<file path="src/rtl/gpr_scoreboard_file.sv">
// Multi-read-port GPR file with a per-register pending-write counter scoreboard.
// Readers see operand readiness for RAW stalls, with optional same-cycle write-back forwarding.
module gpr_scoreboard_file #(
  parameter int ADDR_WIDTH = 5,
  parameter int DATA_WIDTH = 64,
  parameter int NUM_RD     = 2,
  parameter int CNT_WIDTH  = 2,
  parameter bit BYPASS     = 1'b1
) (
  input  logic                         clk,
  input  logic                         rst,
  input  logic [NUM_RD*ADDR_WIDTH-1:0] rd_addr,
  output logic [NUM_RD*DATA_WIDTH-1:0] rd_data,
  output logic [NUM_RD-1:0]            rd_ready,
  input  logic                         alloc_valid,
  input  logic [ADDR_WIDTH-1:0]        alloc_addr,
  output logic                         alloc_ready,
  input  logic                         wb_valid,
  input  logic [ADDR_WIDTH-1:0]        wb_addr,
  input  logic [DATA_WIDTH-1:0]        wb_data,
  input  logic                         flush,
  output logic [(1<<ADDR_WIDTH)-1:0]   busy_mask
);

  localparam int NREG = 1 << ADDR_WIDTH;
  localparam logic [CNT_WIDTH-1:0] CNT_MAX = '1;

  logic [DATA_WIDTH-1:0] data_q  [NREG];
  logic [CNT_WIDTH-1:0]  cnt_q   [NREG];
  logic [CNT_WIDTH-1:0]  cnt_nxt [NREG];

  // A write-back to the same register frees a slot in the cycle it arrives.
  always_comb begin
    alloc_ready = (alloc_addr == '0) || (cnt_q[alloc_addr] != CNT_MAX) ||
                  (wb_valid && (wb_addr == alloc_addr));
  end

  always_comb begin
    for (int r = 0; r < NREG; r++) begin
      logic inc;
      logic dec;
      inc = alloc_valid && alloc_ready && (alloc_addr == ADDR_WIDTH'(r)) && (r != 0);
      dec = wb_valid && (wb_addr == ADDR_WIDTH'(r)) && (cnt_q[r] != '0);
      cnt_nxt[r] = cnt_q[r];
      if (flush)
        cnt_nxt[r] = '0;
      else if (inc && !dec)
        cnt_nxt[r] = cnt_q[r] + CNT_WIDTH'(1);
      else if (dec && !inc)
        cnt_nxt[r] = cnt_q[r] - CNT_WIDTH'(1);
    end
  end

  always_ff @(posedge clk or negedge rst) begin
    if (!rst) begin
      for (int r = 0; r < NREG; r++) begin
        data_q[r] <= '0;
        cnt_q[r]  <= '0;
      end
    end else begin
      if (wb_valid && (wb_addr != '0))
        data_q[wb_addr] <= wb_data;
      for (int r = 0; r < NREG; r++)
        cnt_q[r] <= cnt_nxt[r];
    end
  end

  // A forwarded write-back only clears the stall if it is the last one outstanding.
  always_comb begin
    for (int i = 0; i < NUM_RD; i++) begin
      logic [ADDR_WIDTH-1:0] a;
      logic                  hit;
      a   = rd_addr[i*ADDR_WIDTH +: ADDR_WIDTH];
      hit = BYPASS && wb_valid && (wb_addr == a) && (a != '0);
      if (a == '0)
        rd_data[i*DATA_WIDTH +: DATA_WIDTH] = '0;
      else if (hit)
        rd_data[i*DATA_WIDTH +: DATA_WIDTH] = wb_data;
      else
        rd_data[i*DATA_WIDTH +: DATA_WIDTH] = data_q[a];
      rd_ready[i] = (a == '0) || (cnt_q[a] == '0) ||
                    (hit && (cnt_q[a] == CNT_WIDTH'(1)));
    end
  end

  always_comb begin
    for (int r = 0; r < NREG; r++)
      busy_mask[r] = (cnt_q[r] != '0);
  end

endmodule

</file>
<file path="config.mk">
export PLATFORM = sky130hd
export DESIGN_NAME = gpr_scoreboard_file
export DESIGN_NICKNAME = d
export VERILOG_FILES = /design/src/rtl/gpr_scoreboard_file.sv
export SDC_FILE = /design/constraint.sdc
export NUM_CORES = 2
export LEC_CHECK = 0
export ABC_AREA = 0
export BUFFER_PORTS_ARGS = -buffer_cell sky130_fd_sc_hd__buf_4
export CAP_MARGIN = 0
export CORE_MARGIN = 2
export CORE_UTILIZATION = 57
export DETAILED_ROUTE_END_ITERATION = 8
export PLACE_DENSITY = 0.73
export SKIP_LAST_GASP = 1
export SLEW_MARGIN = 0
export SYNTH_ARGS = -nofsm -noshare
export SYNTH_HDL_FRONTEND = slang
export SYNTH_SLANG_ARGS = --single-unit
</file>
<file path="constraint.sdc">
create_clock -name clk -period 3.02 [get_ports clk]
set_clock_uncertainty 0.2 [all_clocks]
set_input_delay 0.453 -clock clk [delete_from_list [all_inputs] [get_ports clk]]
set_output_delay 0.453 -clock clk [all_outputs]
set_load 0.02 [all_outputs]
</file>
### Word level (Yosys, flattened, before mapping)

Cells that the tools add are included.

* bits in registers: 2112
* input port bits: 89
* output and inout port bits: 163
* word-level logic and storage cells: 629

* add/sub/neg operators: 63
* order comparisons: 5
* eq/ne operators: 68
* mux-type cells: 117
* bitwise logic cells: 4
* reduce and logical (&&, ||, !) cells: 308

Operator list (number)
* 2048-bit bitwise mux: 1
* 64-bit binary-select mux with 5-bit select: 2
* 64-bit 2-to-1 mux: 9
* 64-bit demux with 5-bit select: 1
* 2-bit 2-to-1 mux: 101
* 1-bit logical AND: 167
* 5-bit equality test, second input constant: 32
* 3-bit nonzero test: 31
* 5-bit by 4-bit equality test with 1-bit output, second input constant: 16
* 2-bit nonzero test: 33
* 2-bit by 1-bit subtractor with 2-bit output, second input constant: 32
* 2-bit by 1-bit adder with 2-bit output, second input constant: 31
* 1-bit logical NOT: 62
* 5-bit by 3-bit equality test with 1-bit output, second input constant: 8
* 2-bit binary-select mux with 5-bit select: 3
* 6-bit >= comparator, second input constant: 4
* 5-bit inverter with 6-bit output: 4
* 5-bit by 2-bit equality test with 1-bit output, second input constant: 4
* 5-bit logical NOT: 4
* 5-bit equality test: 3
* 5-bit nonzero test: 3
* 5-bit by 1-bit equality test with 1-bit output, second input constant: 2
* 1-bit logical OR: 6
* 6-bit by 1-bit less-than comparator with 1-bit output, second input constant: 1
* 3 further kinds: 5

### Depth between registers and ports, before layout

* depth in word-level cells: 14
* mapped depth: 10

### Worst setup path before layout

Ideal clock, no wire load.

* path kind: input port to output port
* start point: input rd_addr[0]
* end point: output rd_data[43]
* data arrival time: 2.478 ns
* data required time: 2.367 ns
* setup slack: -0.111 ns
* stages: 9
* cells stage by stage: buf_2 -> clkbuf_1 -> xnor2_1 -> nand4_1 -> or4_1 -> clkbuf_1 -> buf_2 -> clkbuf_1 -> a211oi_1

* cells in the longest elaborated chain, start to end: 6
* elaborated cells on any way between the ends: 11
* those cells by class: eq/ne: 1; mux: 5; bitwise: 1; reduce/logical: 4

Ends and longest elaborated chain
* from (decl): RTL line 12 `input logic [NUM_RD*ADDR_WIDTH-1:0] rd_addr,`
* 5-bit inverter with 6-bit output (implied by the code): RTL line 80 `rd_data[i*DATA_WIDTH +: DATA_WIDTH] = data_q[a];`
* 64-bit binary-select mux with 5-bit select: RTL line 80
* 64-bit 2-to-1 mux (implied by the code) (2 in series): RTL line 80
* 64-bit 2-to-1 mux: RTL line 77 `else if (hit)`
* 64-bit 2-to-1 mux *: RTL line 75 `if (a == '0)`
* to (decl): RTL line 13 `output logic [NUM_RD*DATA_WIDTH-1:0] rd_data,`

Mark *: on every way between the ends. The rest lies on a longest branch, timed or not. The select of a mux whose other input is x is not followed.

### Worst setup path in the final report

* start point: register cnt_q[55] in the netlist's numbering
* end point: output rd_ready[1]

* cells in the longest elaborated chain, start to end: 6
* elaborated cells on any way between the ends: 8
* those cells by class: eq/ne: 1; mux: 3; reduce/logical: 4

Ends and longest elaborated chain
* from (decl): RTL line 29 `logic [CNT_WIDTH-1:0] cnt_q [NREG];`
* from (signal, indexed assignment): RTL line 64 `cnt_q[r] <= cnt_nxt[r];`
* 2-bit binary-select mux with 5-bit select *: RTL line 81, 82
* 2-bit 2-to-1 mux (implied by the code) * (2 in series): RTL line 81, 82
* 2-bit by 1-bit equality test with 1-bit output / 2-bit logical NOT (equally long branches): RTL line 82, 81
* 1-bit logical AND / 1-bit logical OR (equally long branches): RTL line 82, 81
* 1-bit logical OR *: RTL line 81 `rd_ready[i] = (a == '0) || (cnt_q[a] == '0) ||`
* to (decl): RTL line 14 `output logic [NUM_RD-1:0] rd_ready,`

Marks and branches as above.

==> impl_metrics.csv <==
group,metric,value,unit
run_status,status,"finished, violations left",
run_status,failed_checks,"setup timing",
timing,setup_repair_after_global_routing_missed_its_margin,"true",
floorplan,core_area,0.1997,mm^2
synthesis,most_used_standard_cell_by_instance_count_after_synthesis,"dfrtp_1",
synthesis,synth_compound_gate_area_share,1.919,%
synthesis,synth_commonest_cells,"dfrtp_1 (2112), mux2_2 (1985), mux4_2 (1329)",
global_route,grt_use_total,34.72,%
synthesis,synth_top_family_by_area,"multiplexers",
pwr,static-leakage-power,0.05860,uW
cts,cts.sink_count,2112,
synthesis,ys_warn_count,0,
worst_setup_path,crit_fanout,7,
global_route,grt_antenna_before_repair,4,
cells_and_area,drive_gt1_share,63.86,%
floorplan,core.rowCount,164,
worst_setup_path,worst_reg_to_reg_setup_slack,0.19,ns
synthesis,post_synth_mux_area_share,46.92,%
global_route,number_of_global_route_vias_before_repair,76940,
timing,timing.final.max_slew_violations,0,
route,route.detailed.vias_per_inst,7.016,
pwr,power.density,638.6,mW/mm^2
cts,cts_inserted_buffers,223,
global_route,busiest_layer,"met2",
timing,hold_viol_final,0,
placement,numPortBuffers,251,
worst_setup_path,critical_path_arrival,2.98,ns
synthesis,number_of_synthesized_flops_with_an_enable_pin,0,
worst_setup_path,critical_setup_path_kind,"flip-flop to primary output",
timing,worst_slew_pin_slew,0.8139,ns
cells_and_area,fin_util,67.86,%
pwr,p_comb_share,23.6,%
worst_setup_path,worstRegToRegCells,9,
pwr,cell_internal_pwr,62840,uW
placement,dp.final_hpwl,216000,um
global_route,grt_first_pass_wirelength,521300,um
worst_setup_path,critPathRequiredTime,2.37,ns
worst_setup_path,crit_path_end_kind,"primary output",
floorplan,fp.dieArea,0.2044,mm^2
global_route,overflow,0,
placement,place_congestion,0.8971,
timing,max_slew_margin,45.74,%
global_route,use_met1,46.21,%
synthesis,synth_simple_gate_area_share,1.668,%
worst_hold_path,cell_depth_of_the_worst_min_delay_path,5,
route,drt_first_pass_iters,6,
cts,clockBufferDepth,3,
synthesis,synth_top_area_share,46.18,%
pwr,total_power,86520,uW
worst_setup_path,critPathLaunchType,"flip-flop",
cts,root_buffer,"clkbuf_16",
timing,timing.final.setup_violations,131,
worst_setup_path,reg2reg_from,"cnt_q[1]",
synthesis,post-synth-top-area-cell,"dfrtp_1",
floorplan,initial_utilization,57.32,%
run,cap_viol_max_count,0,
synthesis,postSynth.asyncResetShare,100.0,%
route,dr_total_vias,73100,
route,number_of_drc_markers_after_the_initial_detailed_route_iteration,7150,
global_route,grt_max_degree,135,
global_route,grtUsageMet3,6.521,%
synthesis,synth_seq_cells,2112,
pwr,seq_power_share,43.2,%
floorplan,dieHeight,452.1,um
cells_and_area,synthToLayoutAreaGrowth,18.39,%
cts,htree_num_levels,4,
route,drt.antenna.violating_nets,0,
synthesis,postSynthCellCount,7163,
global_route,groute.layer.met2.usage,56.21,%
timing,fin_ws,-0.6121,ns
timing,timing.final.crit_period,3.632,ns
pwr,power_frac_clock,33.2,%
worst_hold_path,hold_path.class,"input pin to flip-flop",
synthesis,sequential_area_share_after_synthesis,46.18,%
cts,tritoncts_clock_tree,"built",
worst_setup_path,r2r-end,"cnt_q[52]",
pwr,netSwitchingFraction,27.37,%
cts,clk_pin_slew_worst_paths,0.07,ns
floorplan,die_x,452.1,um
route,post_detailed_route_drc_marker_count,0,
pwr,p_switching,23680,uW
synthesis,synthesis.nets,7253,
timing,max_clock_freq,275.3,MHz
synthesis,synthAdderAreaFrac,0.01093,%
synthesis,synth-main-ff-cell,"dfrtp_1",
pwr,ir_drop_worst_case_vdd,0.7087,mV
synthesis,synth_area_leaders,"dfrtp_1 (46%), mux4_2 (26%), mux2_2 (20%)",
synthesis,yosysUniqueCellTypes,52,
synthesis,netlist_area,0.1144,mm^2
synthesis,mean_area_per_synthesized_cell,15.98,um^2
route,route.detailed.wl_per_inst,33.64,um
route,route.final.wire_length,350500,um
worst_setup_path,timing.critical_path.to,"rd_ready[1]",
cells_and_area,final_nets,7665,
cts,worstSkewPairLatency,0.89,ns
synthesis,yosys.area_share.xor_xnor,0.1225,%
floorplan,ioPinCount,252,
timing,timing.final.crit_share,120.3,%
worst_setup_path,setup.worst_path.start,"cnt_q[55]",
==> stage by stage <==
step / setup TNS [ns] / cell area (um^2) / hold WS (ns) / worst slack, ns / cells
6_report: -53.83 / 135500 / 0.1141 / -0.6121 / 10420
5_1_grt: -62.55 / 135500 / 0.09883 / -0.6464 / 10420
4_1_cts: -59.91 / 134600 / 0.04044 / -0.6165 / 10370
3_5_place_dp: -44.79 / 124900 / 0.1826 / -0.6371 / 9853
3_3_place_gp: -43.99 / 124900 / 0.1764 / -0.5916 / 9853
2_1_floorplan: -6.634 / 114900 / -0.04259 / -0.05804 / 7163
==> kinds of logic (layout without fill, tap and decap cells) <==
kind of cell,count (synthesis),after routing
AND/OR/NAND/NOR,388,388
flip-flops,2112,2112
other,0,5
adder cells (fa/ha/maj),1,1
XOR/XNOR,16,16
AO/OA/AOI/OAI,308,308
buffers and inverters,883,1478
multiplexers,3455,3455
==> how the worst min path moves through the flow <==
stage / startpoint / endpoint / slack (ns)
2_1_floorplan: rst / cnt_q[0] / -0.04
3_3_place_gp: data_q[2003] / data_q[2003] / 0.18
3_5_place_dp: rst / data_q[638] / 0.18
4_1_cts: alloc_addr[2] / cnt_q[3] / 0.04
5_1_grt: alloc_addr[2] / cnt_q[4] / 0.1
6_report: alloc_addr[2] / cnt_q[4] / 0.11
==> critical path, cell delays in order (launching register included) <==
cell and delay, ns:
dfrtp_2 0.46, mux4_2 0.47, mux4_2 0.52, mux2_4 0.31, o21ai_4 0.18, buf_6 0.14
==> power groups by stage <==
| stage | clock [uW] | combinational, uW | sequential [uW] |
|---|---|---|---|
| floorplan | 0 | 14000 | 36300 |
| global placement | 0 | 18900 | 37200 |
| global route | 30200 | 21500 | 38000 |
| CTS | 28900 | 20100 | 37200 |
| detailed placement | 0 | 19400 | 37700 |
| finish | 28700 | 20500 | 37400 |
==> registers in the layout, indices dropped and copies added, names as in the netlist <==
name    count
cnt_q      64
data_q   2048
==> cell usage in the layout, fill, tap and decap left out, types with 44 or more instances in the layout <==
| cell | netlist | routed |
|---|---|---|
| mux2_2 | 1985 | 1984 |
| dfrtp_1 | 2112 | 2085 |
| a211oi_2 | 0 | 76 |
| buf_12 | 0 | 248 |
| clkbuf_16 | 0 | 227 |
| buf_4 | 6 | 663 |
| mux2i_1 | 141 | 69 |
| nor2_1 | 170 | 161 |
| mux4_2 | 1329 | 1329 |
| dlygate4sd3_1 | 0 | 74 |
| clkbuf_8 | 0 | 58 |
| clkbuf_1 | 602 | 44 |
| a21oi_1 | 75 | 74 |
==> layout make-up <==
cell class	count	area (um^2)
multi-input combinational	4168	59680
antenna	5	12.51
clock buffer	324	6541
tap	2656	3323
fill	13050	64170
clock inverter	84	1101
sequential	2112	52880
timing repair buffer	1059	11900
inverter	11	41.29
==> metal layers <==
layer  vias to the layer above  wire length [um]
met4                         0             17740
met1                     39750            131600
li1                      28930                 -
met2                      3578            173200
met5                         -                 0
met3                       848             27970
==> timing repair <==
item | CTS | global route
hold buffers | 75 | 0
pin swaps | 98 | 41
endpoints found under the setup margin | 131 | 131
resized for setup | 196 | 83
cloned | 4 | 3
buffers inserted | 48 | 44
endpoints found under the hold margin | 3555 | 0
(Power assumes the default switching activity.)
